File: src/rtl/uart_pkg.sv
// Shared UART definitions: receiver state encoding, data width and the
// default oversampling ratio used by both uart_rx and uart_tx.
package uart_pkg;

    localparam int UART_DATA_W     = 8;
    localparam int UART_OVERSAMPLE = 16;

    typedef enum logic [2:0] {
        IDLE,
        START,
        DATA,
        STOP,
        BREAK
    } uart_state_e;

endpackage

File: src/rtl/uart_rx_sync.sv
// Two-flop synchroniser for an asynchronous level input; both stages reset
// to 1 so an idle-high line never looks like an edge coming out of reset.
module uart_rx_sync (
    input  logic clk,
    input  logic rst,
    input  logic d,
    output logic q
);

    logic meta;

    // NOTE: sequential state uses non-blocking assignments so both stages
    // update together at the edge and form a real two-stage pipeline.
    always_ff @(posedge clk) begin
        if (rst) begin
            meta <= 1'b1;
            q    <= 1'b1;
        end else begin
            meta <= d;
            q    <= meta;
        end
    end

endmodule

File: src/rtl/uart_rx.sv
// 8N1 UART receiver on an OVERSAMPLE x baud clock: mid-bit start validation,
// centre sampling, holding register with valid/read, framing and overrun status.
module uart_rx
    import uart_pkg::*;
#(
    parameter int OVERSAMPLE = UART_OVERSAMPLE
) (
    input  logic                   uart_rx_clk,
    input  logic                   uart_rx_rst,
    input  logic                   uart_rx_pin,
    input  logic                   uart_rx_read,
    output logic [UART_DATA_W-1:0] uart_rx_data,
    output logic                   uart_rx_valid,
    output logic                   uart_rx_busy,
    output logic                   uart_rx_frame_err,
    output logic                   uart_rx_overrun
);

    localparam int CNT_W = $clog2(OVERSAMPLE);
    localparam logic [CNT_W-1:0] CNT_HALF = CNT_W'(OVERSAMPLE / 2 - 1);
    localparam logic [CNT_W-1:0] CNT_LAST = CNT_W'(OVERSAMPLE - 1);

    logic rx_s;

    uart_rx_sync u_sync (
        .clk (uart_rx_clk),
        .rst (uart_rx_rst),
        .d   (uart_rx_pin),
        .q   (rx_s)
    );

    uart_state_e            state, state_nxt;
    logic [CNT_W-1:0]       cnt, cnt_nxt;
    logic [2:0]             bit_idx, bit_idx_nxt;
    logic [UART_DATA_W-1:0] shift, shift_nxt;
    logic [UART_DATA_W-1:0] data, data_nxt;
    logic                   valid, valid_nxt;
    logic                   overrun, overrun_nxt;
    logic                   frame_err, frame_err_nxt;

    always_ff @(posedge uart_rx_clk) begin
        if (uart_rx_rst) begin
            state     <= IDLE;
            cnt       <= '0;
            bit_idx   <= '0;
            shift     <= '0;
            data      <= '0;
            valid     <= 1'b0;
            overrun   <= 1'b0;
            frame_err <= 1'b0;
        end else begin
            state     <= state_nxt;
            cnt       <= cnt_nxt;
            bit_idx   <= bit_idx_nxt;
            shift     <= shift_nxt;
            data      <= data_nxt;
            valid     <= valid_nxt;
            overrun   <= overrun_nxt;
            frame_err <= frame_err_nxt;
        end
    end

    always_comb begin
        // NOTE: every variable gets a default first so no path can leave one
        // unassigned and infer a latch.
        state_nxt     = state;
        cnt_nxt       = cnt;
        bit_idx_nxt   = bit_idx;
        shift_nxt     = shift;
        data_nxt      = data;
        valid_nxt     = valid;
        overrun_nxt   = overrun;
        frame_err_nxt = 1'b0;

        if (uart_rx_read) begin
            valid_nxt   = 1'b0;
            overrun_nxt = 1'b0;
        end

        case (state)
            IDLE: begin
                if (!rx_s) begin
                    state_nxt = START;
                    cnt_nxt   = '0;
                end
            end
            START: begin
                if (cnt == CNT_HALF) begin
                    cnt_nxt = '0;
                    if (!rx_s) begin
                        state_nxt   = DATA;
                        bit_idx_nxt = '0;
                    end else begin
                        state_nxt = IDLE;
                    end
                end else begin
                    cnt_nxt = cnt + CNT_W'(1);
                end
            end
            DATA: begin
                if (cnt == CNT_LAST) begin
                    cnt_nxt     = '0;
                    shift_nxt   = {rx_s, shift[UART_DATA_W-1:1]};
                    bit_idx_nxt = bit_idx + 3'd1;
                    if (bit_idx == 3'd7) begin
                        state_nxt = STOP;
                    end
                end else begin
                    cnt_nxt = cnt + CNT_W'(1);
                end
            end
            STOP: begin
                if (cnt == CNT_LAST) begin
                    cnt_nxt = '0;
                    if (rx_s) begin
                        state_nxt = IDLE;
                        // A read in the same cycle frees the register for the new byte.
                        if (!valid || uart_rx_read) begin
                            data_nxt  = shift;
                            valid_nxt = 1'b1;
                        end else begin
                            overrun_nxt = 1'b1;
                        end
                    end else begin
                        state_nxt     = BREAK;
                        frame_err_nxt = 1'b1;
                    end
                end else begin
                    cnt_nxt = cnt + CNT_W'(1);
                end
            end
            BREAK: begin
                if (rx_s) begin
                    state_nxt = IDLE;
                end
            end
            default: begin
                state_nxt = IDLE;
            end
        endcase
    end

    assign uart_rx_data      = data;
    assign uart_rx_valid     = valid;
    assign uart_rx_busy      = (state != IDLE);
    assign uart_rx_frame_err = frame_err;
    assign uart_rx_overrun   = overrun;

endmodule

File: config.mk
export PLATFORM = sky130hd
export DESIGN_NAME = uart_rx
export DESIGN_NICKNAME = d
export VERILOG_FILES = /design/src/rtl/uart_pkg.sv /design/src/rtl/uart_rx_sync.sv /design/src/rtl/uart_rx.sv
export SDC_FILE = /design/constraint.sdc
export NUM_CORES = 1
export LEC_CHECK = 0
export ABC_CLOCK_PERIOD_IN_PS = 2500
export BUFFER_PORTS_ARGS = -buffer_cell sky130_fd_sc_hd__buf_2
export CORE_AREA = 2 2 68 70
export DETAILED_ROUTE_END_ITERATION = 10
export DIE_AREA = 0 0 70 72
export SLEW_MARGIN = 15
export SYNTH_ARGS = -nofsm -noshare
export SYNTH_HDL_FRONTEND = slang
export SYNTH_SLANG_ARGS = --single-unit
export TNS_END_PERCENT = 50
File: constraint.sdc
create_clock -name uart_rx_clk -period 2.5 [get_ports uart_rx_clk]
set_clock_uncertainty 0.2 [all_clocks]
set_input_delay 0.375 -clock uart_rx_clk [delete_from_list [all_inputs] [get_ports uart_rx_clk]]
set_output_delay 0.375 -clock uart_rx_clk [all_outputs]
set_load 0.02 [all_outputs]
==> results by group, run 1 <==
Outcome
  • Status: finished clean

Die
  • Chip Width: 70 µm
  • FP Rows: 24
  • Die Y-Extent: 72 µm
  • Die area: 5040 µm²
  • I/O pin count: 16
  • Initial Utilization: 29.5%
  • Placeable Area: 4260 µm²

Place
  • Port-buffer cells: 15
  • GPL Wtd Cong: 0.675
  • Placed Area: 1370 µm²
  • Hpwl dp: 1640 µm
  • # placed instances: 192
  • Place WS: 0.544 ns

Worst hold path
  • Worst Hold Launch: uart_rx_read
  • Hold path endpoint: uart_rx_overrun$_SDFF_PP0_
  • Hold Crit Depth: 2
  • Hold Crit Class: input pin to flip-flop

Route
  • DR pass1 iterations: 2
  • Final WL: 2350 µm
  • Post-route ant nets: 0
  • Vias: 963
  • Vias per cell: 4.82
  • Drt first-iter violations: 44
  • DRC: 0
  • Wire length per cell: 11.7 µm

Pwr
  • Max IR drop VDD: 0.000304 V
  • Combinational share of power: 1.9%
  • Pleak: 0.727 nW
  • Pwr/cell area: 679 nW/µm²
  • Pint: 799 µW
  • Clock power frac: 48.5%
  • Design Power: 1.01 mW
  • Flop pwr share: 49.6%
  • Net switching power: 208 µW
  • Sw Ratio: 20.6%

Final layout
  • Non-filler cells, final: 200
  • Synth-to-Final Area Change: 17.8%
  • # nets final: 154
  • Fillers: 453
  • Fin area: 1480 µm²
  • Commonest cells after routing, fill and taps aside: dfxtp_1, nor2_1, mux2i_1
  • Layout cells sized above 1: 21.6%
  • Core Util, Final: 34.8%
  • Inserted Diodes: 0
  • Commonest non-fill, non-tap cell in the layout: dfxtp_1

Synthesis
  • Cells after Synth: 131
  • Synth warn: 0
  • Syn nets: 138
  • Seq/Total Area, Yosys: 49.3%
  • Synth Register Bits: 31
  • Synth Cell Area: 1260 µm²
  • Synthesized area per cell: 9.61 µm²
  • Unique masters post-synth: 33

CTS
  • Skew-Pair Late Insertion Delay: 0.29 ns
  • TritonCTS clock tree: done
  • Worst-path clk slew: 0.07 ns
  • Clock tree buffer depth: 2
  • Num Clock Sinks: 31
  • Num CTS Buffers: 5
  • CTS root buffer: clkbuf_8
  • Post-CTS Setup Bufs: 0
  • CTS Hold Bufs: 0
  • Post-CTS resize count: 0
  • H-tree levels: 2

GRT
  • Initial antenna violation count: 0
  • Grt ovf: 0
  • First-pass GRT wire length: 4080 µm
  • Largest net degree at the start of global routing: 32
  • Vias in the first global route: 919
  • Gr usage total: 10.3%

Critical path
  • Critical path endpoint category: flip-flop
  • Startpoint Class: flip-flop
  • Worst Path Max Fanout: 10
  • Crit. Startpoint: state[1]$_SDFFE_PP0P_
  • Worst reg2reg startpoint: state[1]$_SDFFE_PP0P_
  • R2r endpoint: shift[0]$_SDFFE_PP0P_
  • Arrival time worst endpoint: 1.90 ns
  • Crit Path Class: flip-flop to flip-flop
  • Reg-to-reg slack, setup: 0.55 ns
  • Reg2reg path depth: 5
  • Critical Path RT: 2.46 ns

Timing
  • Hold Violations, Final: 0
  • Setup ws final: 0.552 ns
  • Final setup viols: 0
  • Worst hold margin: 0.0563 ns
  • Worst-Margin Slew: 0.551 ns
  • RSZ-0062 raised after global routing: no
  • Maximum clock frequency: 0.513 GHz
  • Final Max Slew Viols: 0
  • Fin crit period: 1.95 ns
  • Setup Total Neg Slack: 0 ns
  • Crit share post-route: 77.9%
  • Slew HR: 63.3%

Flow run
  • Max_cap viols: 0
-- synthesized netlist by cell type --
cell,number,share of area [%]
dfxtp_1,31,49
nor2_1,24,7.2
mux2i_1,18,14
a21oi_1,7,2.8
nand2_1,6,1.8
or2_2,5,2.5
clkbuf_1,4,1.2
nand3_1,4,1.6
ha_1,3,3.0
nor3_1,3,1.2
and2_1,2,0.99
buf_2,2,0.80
inv_1,2,0.60
a211oi_1,1,0.60
a21o_1,1,0.60
a22oi_1,1,0.60
a2bb2oi_1,1,0.70
a311oi_2,1,1.2
a31oi_1,1,0.50
and4_1,1,0.70
and4b_1,1,0.80
buf_6,1,0.89
nand2b_1,1,0.50
nand4_1,1,0.50
nand4_2,1,0.99
nor2_2,1,0.50
nor2b_1,1,0.50
nor3b_1,1,0.60
nor4_1,1,0.50
o21ai_0,1,0.40
or3_1,1,0.50
or4_1,1,0.60
xnor2_1,1,0.70
-- worst max path at each step --
stage / to / cells after the start
final: shift[0]$_SDFFE_PP0P_ / 5
after global routing: shift[3]$_SDFFE_PP0P_ / 5
after CTS: uart_rx_data[1]$_SDFFE_PP0P_ / 5
after global placement: uart_rx_data[4]$_SDFFE_PP0P_ / 5
after floorplan: uart_rx_data[0]$_SDFFE_PP0P_ / 5
after detailed placement: uart_rx_data[4]$_SDFFE_PP0P_ / 5
-- sequential cells by signal, indices dropped and copies added, names as in the netlist --
register / cells
shift: 8
bit_idx: 3
u_sync.q: 1
uart_rx_data: 8
uart_rx_frame_err: 1
uart_rx_overrun: 1
state: 3
cnt: 4
u_sync.meta: 1
uart_rx_valid: 1
-- cells by family (layout without fill, tap and decap cells) --
kind of cell	count (synthesis)	in the layout	synth area share (%)
fa+ha+maj	3	3	2.98
compound gates	14	14	7.36
flops	31	31	49.3
xor+xnor	1	1	0.696
mux	18	18	14.3
simple gates	55	55	21.9
buf+inv	9	26	3.48
-- final cells by class --
cell class	count	area [µm²]	area share [%]
clock buffers	5	68.8	4.64
clock inverters	3	43.8	2.95
inverters	2	7.51	0.506
multi-input cells	91	594	40.1
flip-flops and latches	31	621	41.9
well taps	52	65.1	4.39
repair buffers	16	82.6	5.57
-- routing by layer --
| metal | vias to the layer above | track usage, % | part of all wire (%) | wire (µm) |
|---|---|---|---|---|
| li1 | 485 | - | - | - |
| met2 | 17 | 15.9 | 46 | 1070 |
| met3 | 9 | 3.75 | 4.6 | 109 |
| met5 | - | 0 | 0 | 0 |
| met1 | 452 | 12.3 | 47 | 1110 |
| met4 | 0 | 6.41 | 2.6 | 61 |
-- worst max-delay path, cell delays in order, from the launching register on --
cell and delay [ns]:
dfxtp_1 0.48, nor3b_1 0.22, nand4_1 0.39, buf_4 0.32
mux2i_1 0.15, nor2_1 0.06
-- power by group through the flow --
stage	logic [mW]	clock network, mW	registers, mW
2_1_floorplan	0.0154	0	0.509
3_3_place_gp	0.0189	0	0.511
3_5_place_dp	0.0197	0	0.511
4_1_cts	0.0199	0.505	0.499
5_1_grt	0.0216	0.527	0.500
6_report	0.0196	0.488	0.500
(Power assumes the default switching activity.)
==> run 2, diff against run 1 <==
--- a/config.mk
+++ b/config.mk
@@ -5,11 +5,12 @@
 export SDC_FILE = /design/constraint.sdc
 export NUM_CORES = 1
 export LEC_CHECK = 0
-export ABC_CLOCK_PERIOD_IN_PS = 2500
+export ABC_AREA = 1
+export ABC_CLOCK_PERIOD_IN_PS = 1600
 export BUFFER_PORTS_ARGS = -buffer_cell sky130_fd_sc_hd__buf_2
-export CORE_AREA = 2 2 68 70
+export CORE_AREA = 2 2 71 73
 export DETAILED_ROUTE_END_ITERATION = 10
-export DIE_AREA = 0 0 70 72
+export DIE_AREA = 0 0 73 75
 export SLEW_MARGIN = 15
 export SYNTH_ARGS = -nofsm -noshare
 export SYNTH_HDL_FRONTEND = slang
==> constraint.sdc (replaced) <==
create_clock -name uart_rx_clk -period 1.6 [get_ports uart_rx_clk]
set_clock_uncertainty 0.2 [all_clocks]
set_input_delay 0.24 -clock uart_rx_clk [delete_from_list [all_inputs] [get_ports uart_rx_clk]]
set_output_delay 0.24 -clock uart_rx_clk [all_outputs]
set_load 0.02 [all_outputs]
==> run 2 against run 1 <==
Against the previous run: register-to-register slack worse by 0.49 ns; utilization rose by 3.1 points; maximum frequency increased by 26%; via count increased by 19%; count of clock-buffer cells in the layout is 1 higher; highest routed layer unchanged; sequential power up 88%; sequential share of layout area is 6.4 points lower; synthesized area increased by 7.5%; design area increased by 19%; global-route usage about the same.
==> results by group, run 2 <==
Route
  • Vias per cell: 4.22
  • Post-route ant nets: 0
  • DRC: 0
  • Vias: 1148
  • Final WL: 2610 µm
  • DR pass1 iterations: 4
  • Wire length per cell: 9.61 µm
  • Drt first-iter violations: 100

Die
  • FP Rows: 25
  • I/O pin count: 16
  • Placeable Area: 4660 µm²
  • Die area: 5480 µm²
  • Initial Utilization: 29.0%
  • Chip Width: 73 µm
  • Die Y-Extent: 75 µm

Critical path
  • Worst Path Max Fanout: 8
  • Critical Path RT: 1.58 ns
  • Crit Path Class: flip-flop to flip-flop
  • Arrival time worst endpoint: 1.52 ns
  • Startpoint Class: flip-flop
  • Reg-to-reg slack, setup: 0.06 ns
  • Critical path endpoint category: flip-flop

GRT
  • Gr usage total: 10.3%
  • Initial antenna violation count: 0
  • Vias in the first global route: 928
  • Largest net degree at the start of global routing: 20
  • First-pass GRT wire length: 4300 µm
  • Grt ovf: 0

CTS
  • H-tree levels: 2
  • Skew-Pair Late Insertion Delay: 0.28 ns
  • TritonCTS clock tree: done
  • CTS root buffer: clkbuf_8
  • Worst-path clk slew: 0.07 ns
  • Post-CTS Setup Bufs: 0
  • Num Clock Sinks: 31
  • Num CTS Buffers: 5
  • Clock tree buffer depth: 2

Synthesis
  • Synthesized area per cell: 7.31 µm²
  • Cells after Synth: 185
  • Area leader, netlist: dfxtp_1
  • Synth Register Bits: 31
  • Fraction of registers with async set/reset: 0%
  • Unique masters post-synth: 26
  • Post-synth top cells: nor2_1, dfxtp_1, nand2_1
  • Post-synth top area share: 45.9%
  • EDFF count, synth: 0
  • Area contributors post-synth: dfxtp_1, nor2_1, nand2_1, inv_1, o21ai_0
  • Synth Cell Area: 1350 µm²
  • Top FF cell, synth: dfxtp_1
  • Synth warn: 0
  • Most frequent cell after synthesis: nor2_1
  • Syn nets: 192
  • Seq/Total Area, Yosys: 45.9%

Timing
  • Final Max Slew Viols: 0
  • Crit share post-route: 96.3%
  • Slew HR: 83.5%
  • Hold Violations, Final: 0
  • Setup Total Neg Slack: 0 ns
  • Final setup viols: 0
  • Maximum clock frequency: 0.649 GHz
  • RSZ-0062 raised after global routing: yes
  • Worst hold margin: 0.118 ns
  • Fin crit period: 1.54 ns
  • Worst-Margin Slew: 0.246 ns

Final layout
  • Non-filler cells, final: 272
  • Commonest cells after routing, fill and taps aside: nor2_1, nand2_1, dfxtp_1
  • Core Util, Final: 37.9%
  • # nets final: 224
  • Commonest non-fill, non-tap cell in the layout: nor2_1
  • Inserted Diodes: 0
  • Synth-to-Final Area Change: 30.6%
  • Layout cells sized above 1: 30.3%
  • Fillers: 472

Flow run
  • Max_cap viols: 0

Pwr
  • Pleak: 0.833 nW
  • Max IR drop VDD: 0.000531 V
  • Pwr/cell area: 1420 nW/µm²
  • Design Power: 2.51 mW

Place
  • GPL Wtd Cong: 0.895
  • Port-buffer cells: 15
  • # placed instances: 262
  • Hpwl dp: 1890 µm

Worst hold path
  • Hold Crit Class: input pin to flip-flop

Outcome
  • Status: finished clean
-- run 2: path summary, 6_finish.rpt --
| path | startpoint | endpoint | depth (start not counted) |
|---|---|---|---|
| worst max-delay path | cnt[0]$_SDFFE_PP0P_ | uart_rx_data[1]$_SDFFE_PP0P_ | 8 |
| worst max register to register | cnt[0]$_SDFFE_PP0P_ | uart_rx_data[1]$_SDFFE_PP0P_ | 8 |
| worst min register to register | u_sync.meta$_SDFF_PP1_ | u_sync.q$_SDFF_PP1_ | 1 |
| worst min-delay path | uart_rx_rst | cnt[1]$_SDFFE_PP0P_ | 3 |
-- run 2: area by class of cell --
type                       instances  area, µm²  share of cell area [%]
clock inverter                     2       35.0                    1.98
sequential                        31        627                    35.5
multi-input combinational        132        699                    39.6
clock buffer                       6       82.6                    4.67
timing repair buffer              29        185                    10.5
inverter                          18       70.1                    3.97
tap                               54       67.6                    3.82
-- run 2: logic make-up (layout without fill, tap and decap cells) --
kind of cell             count (synthesis)  after routing  share of synthesized area, %
adder cells (fa/ha/maj)                  3              3                          2.78
AO/OA/AOI/OAI                           27             27                          11.2
buffers and inverters                   22             55                          7.12
flip-flops                              31             31                          45.9
XOR/XNOR                                 1              1                         0.648
AND/OR/NAND/NOR                        101            101                          32.4
-- run 2: per-layer routing --
layer / track usage (%) / wire length, µm / part of all wire (%) / up-vias
li1: - / - / - / 647
met1: 14.6 / 1430 / 55 / 477
met2: 14.0 / 1050 / 40 / 22
met3: 3.21 / 98 / 3.8 / 2
met4: 4.94 / 36 / 1.4 / 0
met5: 0 / 0 / 0 / -
-- run 2: critical path, cell delays in order (launching register included) --
cell and delay (ns):
dfxtp_2 0.35, ha_4 0.16, nand2_4 0.06, nor2_4 0.14, nand3_4 0.09, nor2_4 0.18, inv_4 0.08, o21ai_1 0.13
nor2_1 0.05
-- run 2: timing repair --
item	CTS	global route
gates resized for setup	1	20
endpoints found under the hold margin	2	0
endpoints found under the setup margin	3	26
pin swaps	0	3
hold buffers	2	0
-- run 2: stage by stage --
step,cell area (µm²),setup WS [ns]
2_1_floorplan,1350,0.0251
3_3_place_gp,1560,0.0149
3_5_place_dp,1560,0.000266
4_1_cts,1700,-0.0123
5_1_grt,1770,-0.0359
6_report,1770,0.0595
-- run 2: where the power goes --
group / leakage [nW] / switching (mW) / internal (mW) / total, mW
sequential: 0.253 / 0.101 / 0.841 / 0.942
combinational: 0.519 / 0.477 / 0.293 / 0.770
clock: 0.0612 / 0.292 / 0.503 / 0.796
total: 0.833 / 0.870 / 1.64 / 2.51
